$ cat config.mk
export PLATFORM = sky130hd
export DESIGN_NAME = mult_div_ctrl
export DESIGN_NICKNAME = d
export VERILOG_FILES = /design/src/rtl/mult_div_ctrl_pkg.sv /design/src/rtl/mult_div_step.sv /design/src/rtl/mult_div_ctrl.sv
export SDC_FILE = /design/constraint.sdc
export NUM_CORES = 1
export LEC_CHECK = 0
export BUFFER_PORTS_ARGS = -buffer_cell sky130_fd_sc_hd__buf_4
export CAP_MARGIN = 20
export CORE_ASPECT_RATIO = 1.25
export CORE_MARGIN = 2
export CORE_UTILIZATION = 55
export DETAILED_ROUTE_END_ITERATION = 16
export PLACE_DENSITY = 0.73
export SLEW_MARGIN = 20
export SYNTH_ARGS = -nofsm -noshare
export SYNTH_HDL_FRONTEND = slang
export SYNTH_SLANG_ARGS = --single-unit
$ cat constraint.sdc
create_clock -name clk -period 10.4 [get_ports clk]
set_clock_uncertainty 0.2 [all_clocks]
set_input_delay 2.08 -clock clk [delete_from_list [all_inputs] [get_ports clk]]
set_output_delay 2.08 -clock clk [all_outputs]
set_load 0.03 [all_outputs]
$ cat src/rtl/mult_div_ctrl_pkg.sv
//------------------------------------------------------------------------------
// Module   : mult_div_ctrl_pkg
// Brief    : Operation codes and shared types for the HI/LO multiply/divide unit
// Revision : 1.0 - initial release
//------------------------------------------------------------------------------
`default_nettype none

package mult_div_ctrl_pkg;

    localparam logic [3:0] MULT_NOTHING       = 4'd0;
    localparam logic [3:0] MULT_READ_LO       = 4'd1;
    localparam logic [3:0] MULT_READ_HI       = 4'd2;
    localparam logic [3:0] MULT_WRITE_LO      = 4'd3;
    localparam logic [3:0] MULT_WRITE_HI      = 4'd4;
    localparam logic [3:0] MULT_MULT          = 4'd5;
    localparam logic [3:0] MULT_SIGNED_MULT   = 4'd6;
    localparam logic [3:0] MULT_DIVIDE        = 4'd7;
    localparam logic [3:0] MULT_SIGNED_DIVIDE = 4'd8;

    typedef enum logic {
        STEP_MUL = 1'b0,
        STEP_DIV = 1'b1
    } step_mode_e;

    // Codes above MULT_SIGNED_DIVIDE are treated exactly like MULT_NOTHING.
    function automatic logic is_active_func(input logic [3:0] f);
        return (f != MULT_NOTHING) && (f <= MULT_SIGNED_DIVIDE);
    endfunction

endpackage

`default_nettype wire

$ cat src/rtl/mult_div_step.sv
//------------------------------------------------------------------------------
// Module   : mult_div_step
// Brief    : One iteration of shift-add multiply or restoring divide
// Revision : 1.0 - initial release
//------------------------------------------------------------------------------
`default_nettype none

module mult_div_step
    import mult_div_ctrl_pkg::*;
#(
    parameter int WIDTH = 32
) (
    input  logic [WIDTH-1:0] acc_i,
    input  logic [WIDTH-1:0] op_i,
    input  logic [WIDTH-1:0] arg_i,
    input  step_mode_e       mode_i,
    output logic [WIDTH-1:0] acc_o,
    output logic [WIDTH-1:0] op_o
);

    logic [WIDTH:0] w_sum;
    logic [WIDTH:0] w_rem;
    logic [WIDTH:0] w_diff;

    always_comb begin
        w_sum  = {1'b0, acc_i} + (op_i[0] ? {1'b0, arg_i} : '0);
        w_rem  = {acc_i, op_i[WIDTH-1]};
        w_diff = w_rem - {1'b0, arg_i};
        acc_o  = acc_i;
        op_o   = op_i;
        if (mode_i == STEP_DIV) begin
            // Partial remainder stays below the divisor, so a set top bit means borrow.
            if (w_diff[WIDTH]) begin
                acc_o = w_rem[WIDTH-1:0];
                op_o  = {op_i[WIDTH-2:0], 1'b0};
            end else begin
                acc_o = w_diff[WIDTH-1:0];
                op_o  = {op_i[WIDTH-2:0], 1'b1};
            end
        end else begin
            acc_o = w_sum[WIDTH:1];
            op_o  = {w_sum[0], op_i[WIDTH-1:1]};
        end
    end

endmodule

`default_nettype wire

$ cat src/rtl/mult_div_ctrl.sv
//------------------------------------------------------------------------------
// Module   : mult_div_ctrl
// Brief    : HI/LO multiply/divide sequencer with pipeline stall request
// Revision : 1.0 - initial release
//------------------------------------------------------------------------------
`default_nettype none

module mult_div_ctrl
    import mult_div_ctrl_pkg::*;
#(
    parameter int WIDTH = 32
) (
    input  logic             clk,
    input  logic             rst,
    input  logic [3:0]       mult_func,
    input  logic [WIDTH-1:0] a_in,
    input  logic [WIDTH-1:0] b_in,
    output logic [WIDTH-1:0] c_mult,
    output logic             pause_out,
    output logic             busy
);

    localparam int CW = $clog2(WIDTH + 2);

    logic [WIDTH-1:0] hi_q,  hi_d;
    logic [WIDTH-1:0] lo_q,  lo_d;
    logic [WIDTH-1:0] acc_q, acc_d;
    logic [WIDTH-1:0] op_q,  op_d;
    logic [WIDTH-1:0] arg_q, arg_d;
    logic [CW-1:0]    count_q, count_d;
    step_mode_e       mode_q, mode_d;
    logic             neg_lo_q, neg_lo_d;
    logic             neg_hi_q, neg_hi_d;
    logic             div0_q, div0_d;

    logic [WIDTH-1:0]   w_acc_nxt;
    logic [WIDTH-1:0]   w_op_nxt;
    logic               w_signed;
    logic               w_a_neg;
    logic               w_b_neg;
    logic [WIDTH-1:0]   w_a_abs;
    logic [WIDTH-1:0]   w_b_abs;
    logic [2*WIDTH-1:0] w_prod;

    mult_div_step #(
        .WIDTH (WIDTH)
    ) u_step (
        .acc_i  (acc_q),
        .op_i   (op_q),
        .arg_i  (arg_q),
        .mode_i (mode_q),
        .acc_o  (w_acc_nxt),
        .op_o   (w_op_nxt)
    );

    always_comb begin
        w_signed = (mult_func == MULT_SIGNED_MULT) || (mult_func == MULT_SIGNED_DIVIDE);
        w_a_neg  = w_signed && a_in[WIDTH-1];
        w_b_neg  = w_signed && b_in[WIDTH-1];
        w_a_abs  = w_a_neg ? -a_in : a_in;
        w_b_abs  = w_b_neg ? -b_in : b_in;
        w_prod   = neg_lo_q ? -{acc_q, op_q} : {acc_q, op_q};

        hi_d     = hi_q;
        lo_d     = lo_q;
        acc_d    = acc_q;
        op_d     = op_q;
        arg_d    = arg_q;
        count_d  = count_q;
        mode_d   = mode_q;
        neg_lo_d = neg_lo_q;
        neg_hi_d = neg_hi_q;
        div0_d   = div0_q;

        if (count_q == '0) begin
            case (mult_func)
                MULT_WRITE_HI: hi_d = a_in;
                MULT_WRITE_LO: lo_d = a_in;
                MULT_MULT, MULT_SIGNED_MULT: begin
                    count_d  = CW'(WIDTH + 1);
                    mode_d   = STEP_MUL;
                    acc_d    = '0;
                    op_d     = w_b_abs;
                    arg_d    = w_a_abs;
                    neg_lo_d = w_a_neg ^ w_b_neg;
                    neg_hi_d = 1'b0;
                    div0_d   = 1'b0;
                end
                MULT_DIVIDE, MULT_SIGNED_DIVIDE: begin
                    count_d  = CW'(WIDTH + 1);
                    mode_d   = STEP_DIV;
                    acc_d    = '0;
                    op_d     = w_a_abs;
                    arg_d    = w_b_abs;
                    div0_d   = (b_in == '0);
                    neg_lo_d = (w_a_neg ^ w_b_neg) && (b_in != '0);
                    neg_hi_d = w_a_neg;
                end
                default: ;
            endcase
        end else if (count_q >= CW'(2)) begin
            acc_d   = w_acc_nxt;
            op_d    = w_op_nxt;
            count_d = count_q - CW'(1);
        end else begin
            count_d = '0;
            if (mode_q == STEP_MUL) begin
                hi_d = w_prod[2*WIDTH-1:WIDTH];
                lo_d = w_prod[WIDTH-1:0];
            end else begin
                // A zero divisor leaves |dividend| in acc; the sign restore recovers a_in.
                lo_d = div0_q ? '1 : (neg_lo_q ? -op_q : op_q);
                hi_d = neg_hi_q ? -acc_q : acc_q;
            end
        end
    end

    always_ff @(posedge clk) begin
        if (rst) begin
            hi_q     <= '0;
            lo_q     <= '0;
            acc_q    <= '0;
            op_q     <= '0;
            arg_q    <= '0;
            count_q  <= '0;
            mode_q   <= STEP_MUL;
            neg_lo_q <= 1'b0;
            neg_hi_q <= 1'b0;
            div0_q   <= 1'b0;
        end else begin
            hi_q     <= hi_d;
            lo_q     <= lo_d;
            acc_q    <= acc_d;
            op_q     <= op_d;
            arg_q    <= arg_d;
            count_q  <= count_d;
            mode_q   <= mode_d;
            neg_lo_q <= neg_lo_d;
            neg_hi_q <= neg_hi_d;
            div0_q   <= div0_d;
        end
    end

    always_comb begin
        busy      = (count_q != '0);
        pause_out = busy && is_active_func(mult_func);
        case (mult_func)
            MULT_READ_HI: c_mult = hi_q;
            MULT_READ_LO: c_mult = lo_q;
            default:      c_mult = '0;
        endcase
    end

endmodule

`default_nettype wire

# Word level (Yosys, flattened, before mapping)
# Cells that the tools add are included.
totals:
  elab_cells: 89
  register_bits: 170
classes:
  muxes: 34
  n_eq_ne: 13
  n_bitwise: 1
  n_lt_le_gt_ge: 2
  n_addsub: 8
  n_reduce_logical: 21
op_table:
  columns: ["operator", "n"]
  rows:
  - ["32-bit two-way mux", 22]
  - ["32-bit case mux with 2 select lines", 3]
  - ["32-bit negation", 4]
  - ["64-bit two-way mux", 1]
  - ["64-bit negation", 1]
  - ["32-bit by 33-bit adder with 33-bit output", 1]
  - ["33-bit by 32-bit subtractor with 33-bit output", 1]
  - ["32-bit logical NOT", 1]
  - ["32-bit nonzero test", 1]
  - ["6-bit two-way mux", 3]
  - ["4-bit by 3-bit equality test with 1-bit output, second input constant", 4]
  - ["2-bit AND reduction", 5]
  - ["4-bit by 2-bit equality test with 1-bit output, second input constant", 2]
  - ["1-bit case mux with 2 select lines", 4]
  - ["6-bit by 2-bit >= comparator with 1-bit output, second input constant", 1]
  - ["6-bit logical NOT", 1]
  - ["6-bit nonzero test", 1]
  - ["6-bit by 1-bit subtractor with 6-bit output, second input constant", 1]
  - ["1-bit logical AND", 5]
  - ["4-bit by 1-bit equality test with 1-bit output, second input constant", 1]
  - ["4-bit equality test, second input constant", 1]
  - ["4-bit <= comparator, second input constant", 1]
  - ["2-bit by 1-bit inequality test with 1-bit output, second input constant", 2]
  - ["2-bit inequality test, second input constant", 2]
  - ["other kinds (8)", 10]

# Longest topological paths before layout
depth:
  depth_word: 6
  mapped_depth: 16
  ltp_nobuf: 14

# Cells and area by module
# From an unflattened synthesis, not the netlist that was laid out.
unflattened:
  hier_cells: 2111
  hier_area_um2: 15867.7
by_module_without_submodules:
  columns: ["module", "area_each_um2", "cells_per_inst", "n_inst", "seq_area_each_um2"]
  rows:
  - ["mult_div_ctrl", 11277.1, 1448, 1, 3403.3]
  - ["mult_div_step", 4590.7, 663, 1, 0.0]

# Worst setup path after synthesis
# OpenSTA, ideal clock, no wires.
synth_path:
  path_type: "in2out"
  start: "input mult_func[1]"
  end: "output c_mult[0]"
  path_buffers: 2
  setup_slack_ps: 4593
  stages: 4
  arrival_time_ps: 3527
  cell_sequence: "clkbuf_1 > nor4b_1 > clkbuf_1 > a22o_1"
synth_between:
  elab_chain_len: 2
synth_rtl:
  columns: ["item", "line", "text"]
  rows:
  - ["from (decl)", "mult_div_ctrl.sv:15", "input logic [3:0] mult_func,"]
  - ["4-bit by 1-bit equality test with 1-bit output / 4-bit by 2-bit equality test with 1-bit output (equally long branches)", "mult_div_ctrl.sv:147", "case (mult_func)"]
  - ["32-bit case mux with 2 select lines *", "mult_div_ctrl.sv:147", null]
  - ["to (decl)", "mult_div_ctrl.sv:18", "output logic [WIDTH-1:0] c_mult,"]
# Every way passes the cells marked *; elsewhere a longest branch is shown, timed or not.

# Worst setup path after layout
layout_path:
  start: "input mult_func[2]"
  end: "output c_mult[17]"
# The elaborated chain is that of the path after synthesis.

==> results.md <==
* Status: completed
* Crit path buf inv count at 2
* CP endpoint kind: output pin
* DR iter-0 viols at approximately 1.6k
* Final hold slack at 255.0 ps
* Clk buf depth at 2
* Largest net degree at the start of global routing at 103
* Slew @ Worst Pin at roughly 1200 ps
* Rows at 67
* Total negative slack at 0 ps
* Max-Cap Viols at 0
* Core area at 0.02666 mm2
* Gates resized, CTS repair at 0
* Post-DP HPWL at 41.39 mm
* Register area share after synthesis at 22.98%
* Pleak at roughly 6.3 nW
* Setup WS post-layout at 4639 ps
* Vias in the first global route at 14.93k
* First-pass GRT wire length at 83.16 mm
* Slew Limit Headroom at 16.99%
* Hold EP: lo_q[9]
* Worst-path clk slew at 80 ps
* Post-CTS Setup Bufs at 0
* Asr flop ratio synth at 0%
* Ratio of cells with drive above 1 in the final layout at 9.320%
* Fin nets at 2189
* Post-synth cell types at 76
* Net Sw Power at 2.149 mW
* Fin. max-slew vios at 0
* Internal Power at 2.062 mW
* Drt wl/cell at around 23 um
* Final Setup Violations at 0
* CTS buffer count at 17
* Initial antenna violation count at 0
* Syn Nets at 2197
* Crit-path slowest cell: nor2_4
* Number of synthesized flops with an enable pin at 0
* GR Overflow Total at 0
* Initial Util at 55.56%
* Clk sinks at 170
* Gate power share at around three fifths
* Syn_area_per_cell at between 7 and 8 um2
* Pwr dens at between 200 and 300 mW/mm2
* CP arrival at 3480 ps
* Die Ht at 187.5 um
* Area delta synth->final at 9.943%
* Hold Startpoint: lo_q[9]
* Clk_lat worst skew at 460 ps
* Cells along the critical path: buf_4 -> nor2_1 -> nand2_1 -> nor2_4 -> a22o_1 -> buf_4
* Clock group share of total power at between 15 and 20%
* DRT Pass-1 Iters at 6
* CP most frequent cell: buf_4
* Worst Hold Class: reg2reg
* # DRC at 0
* Cells after Synth at between 2k and 2.5k
* Reg power frac at roughly a quarter
* Top FF cell, synth: dfxtp_1
* Final Cycle Share at 55.39%
* Gr usage total at 38.09%
* # hold bufs at CTS at 0
* Final hold vios at 0
* Antenna cells at 0
* Sw Ratio at 51.04%
* Post-layout min period at 5761 ps
* Hold Path Depth at 2
* Routed via count at 15.77k
* Detailed Route WL at 54.33 mm
* Worst R2R Setup Slack at 5950 ps
* Setup WS pre-CTS at between 4000 and 5000 ps
* Cell Area, Synth at 0.01481 mm2
* GP Congestion at 1.007
* Antenna viol nets, final at 0
* WP data required at 8120 ps
* H-tree levels at 4
* CP top delay family: simple AND/OR/NAND/NOR gates
* IR drop worst, VDD at 0.0001788 V
* #FFs+latches synth at 170
* RSZ-0062 raised after global routing: no
* Reg2reg end: acc_q[31]
* Worst reg2reg path startpoint: op_q[0]
* Critical path class: in2out
* Avg Vias per Cell at ~6.6
* Crit-path max FO at 32
* CP Launch Type: input pin
* Utilization after layout at between 60% and 70%
* Port Buffers at 103
* Worst R2R Path Depth at 13
* Max Clk Rate at 0.1736 GHz
* CTS tree: yes
* CTS Root Cell: clkbuf_16
* Die Width at 150.8 um
* Max stage delay on crit path at 530 ps
* Die area at between 0.02 and 0.03 mm2
* Io pins at 104
* Yosys warns at 0
==> power by group through the flow <==
| stage | logic [mW] | registers (mW) | clock network, mW |
|---|---|---|---|
| after floorplan | 1.81 | 0.961 | 0 |
| after global placement | 2.36 | 1.07 | 0 |
| after detailed placement | 2.40 | 1.07 | 0 |
| after CTS | 2.41 | 1.05 | 0.684 |
| after global routing | 2.67 | 1.08 | 0.711 |
| final | 2.46 | 1.06 | 0.685 |
==> how the worst max path moves through the flow <==
stage / start / to / slack (ps) / cells past startpoint
finish: mult_func[2] / c_mult[17] / 4640 / 6
global route: mult_func[2] / c_mult[17] / 4520 / 6
CTS: mult_func[2] / c_mult[17] / 4290 / 6
detailed placement: mult_func[2] / c_mult[17] / 4300 / 6
global placement: mult_func[2] / c_mult[21] / 4420 / 6
floorplan: mult_func[1] / c_mult[0] / 4590 / 4
==> logic make-up after synthesis <==
family	share of synthesized area [%]
multiplexers	3.801
adder cells (fa/ha/maj)	6.183
buffers and inverters	5.516
XOR/XNOR	10.41
AO/OA/AOI/OAI	30.99
AND/OR/NAND/NOR	20.12
flip-flops	22.98
==> placed cells by master (no fill, tap or decap), drive strengths merged, types with 35 or more instances in the layout <==
cell | Yosys | layout
nand2 | 250 | 250
a21oi | 231 | 231
nor2 | 218 | 218
dfxtp | 170 | 170
o21ai | 130 | 130
buf | 14 | 125
xnor2 | 116 | 116
inv | 60 | 71
ha | 70 | 70
xor2 | 60 | 60
mux2i | 54 | 54
a211oi | 40 | 40
a22o | 39 | 39
nand3 | 37 | 37
o211ai | 35 | 35
==> metrics by stage <==
step	power [mW]	cells	cell area [um2]
after global placement	3.430	2372	15640
after CTS	4.151	2405	16280
after detailed placement	3.468	2373	15660
after global routing	4.459	2405	16280
final	4.211	2405	16280
after floorplan	2.773	2055	14810
==> flip-flops by register name, summed over array words and instances, names as in the netlist <==
register	cells
hi_q	32
op_q	32
neg_hi_q	1
lo_q	32
neg_lo_q	1
arg_q	32
mode_q	1
div0_q	1
count_q	6
acc_q	32
==> final cells by class <==
type                            instances  area, um2
Multi-Input combinational cell       1673      10660
Sequential cell                       170       3405
Timing Repair Buffer                  125      942.2
Inverter                               60      225.2
Clock inverter                         15      198.9
Clock buffer                           17      425.4
Fill cell                            2570      10370
Tap cell                              345      431.7
==> per-layer routing <==
layer  vias to the layer above  wire length, um  track usage [%]
li1                       7444                -                -
met1                      7463            20820            44.44
met2                       692            26150            64.55
met3                       175             3373            5.561
met4                         0             3987            24.16
met5                         -                0                0
==> cell usage after synthesis, types with 35 or more instances <==
library cell,instances,area share (%)
xnor2_1,116,6.9
xor2_1,60,3.5
dfxtp_1,170,23
a21oi_1,231,7.8
a22o_1,39,2.3
nand2_1,250,6.3
mux2i_1,54,3.6
o211ai_1,35,1.8
nand3_1,37,1.3
a211oi_1,40,2.0
inv_1,59,1.5
ha_1,70,5.9
clkbuf_1,137,3.5
o21ai_0,127,4.3
nor2_1,218,5.5
==> worst register-to-register path, cell delays in order, from the launching register on <==
cell and delay (ps):
dfxtp_1 410, inv_2 530, nor2_1 150, ha_1 370, o21ai_0 90, a21oi_1 300, o2111ai_1 290, a211oi_1 480
o21ai_0 230, a211oi_1 380, a211oi_1 150, o311ai_0 390, a22oi_1 120, a311oi_1 280
No activity file was read; power rests on OpenSTA's default activity.
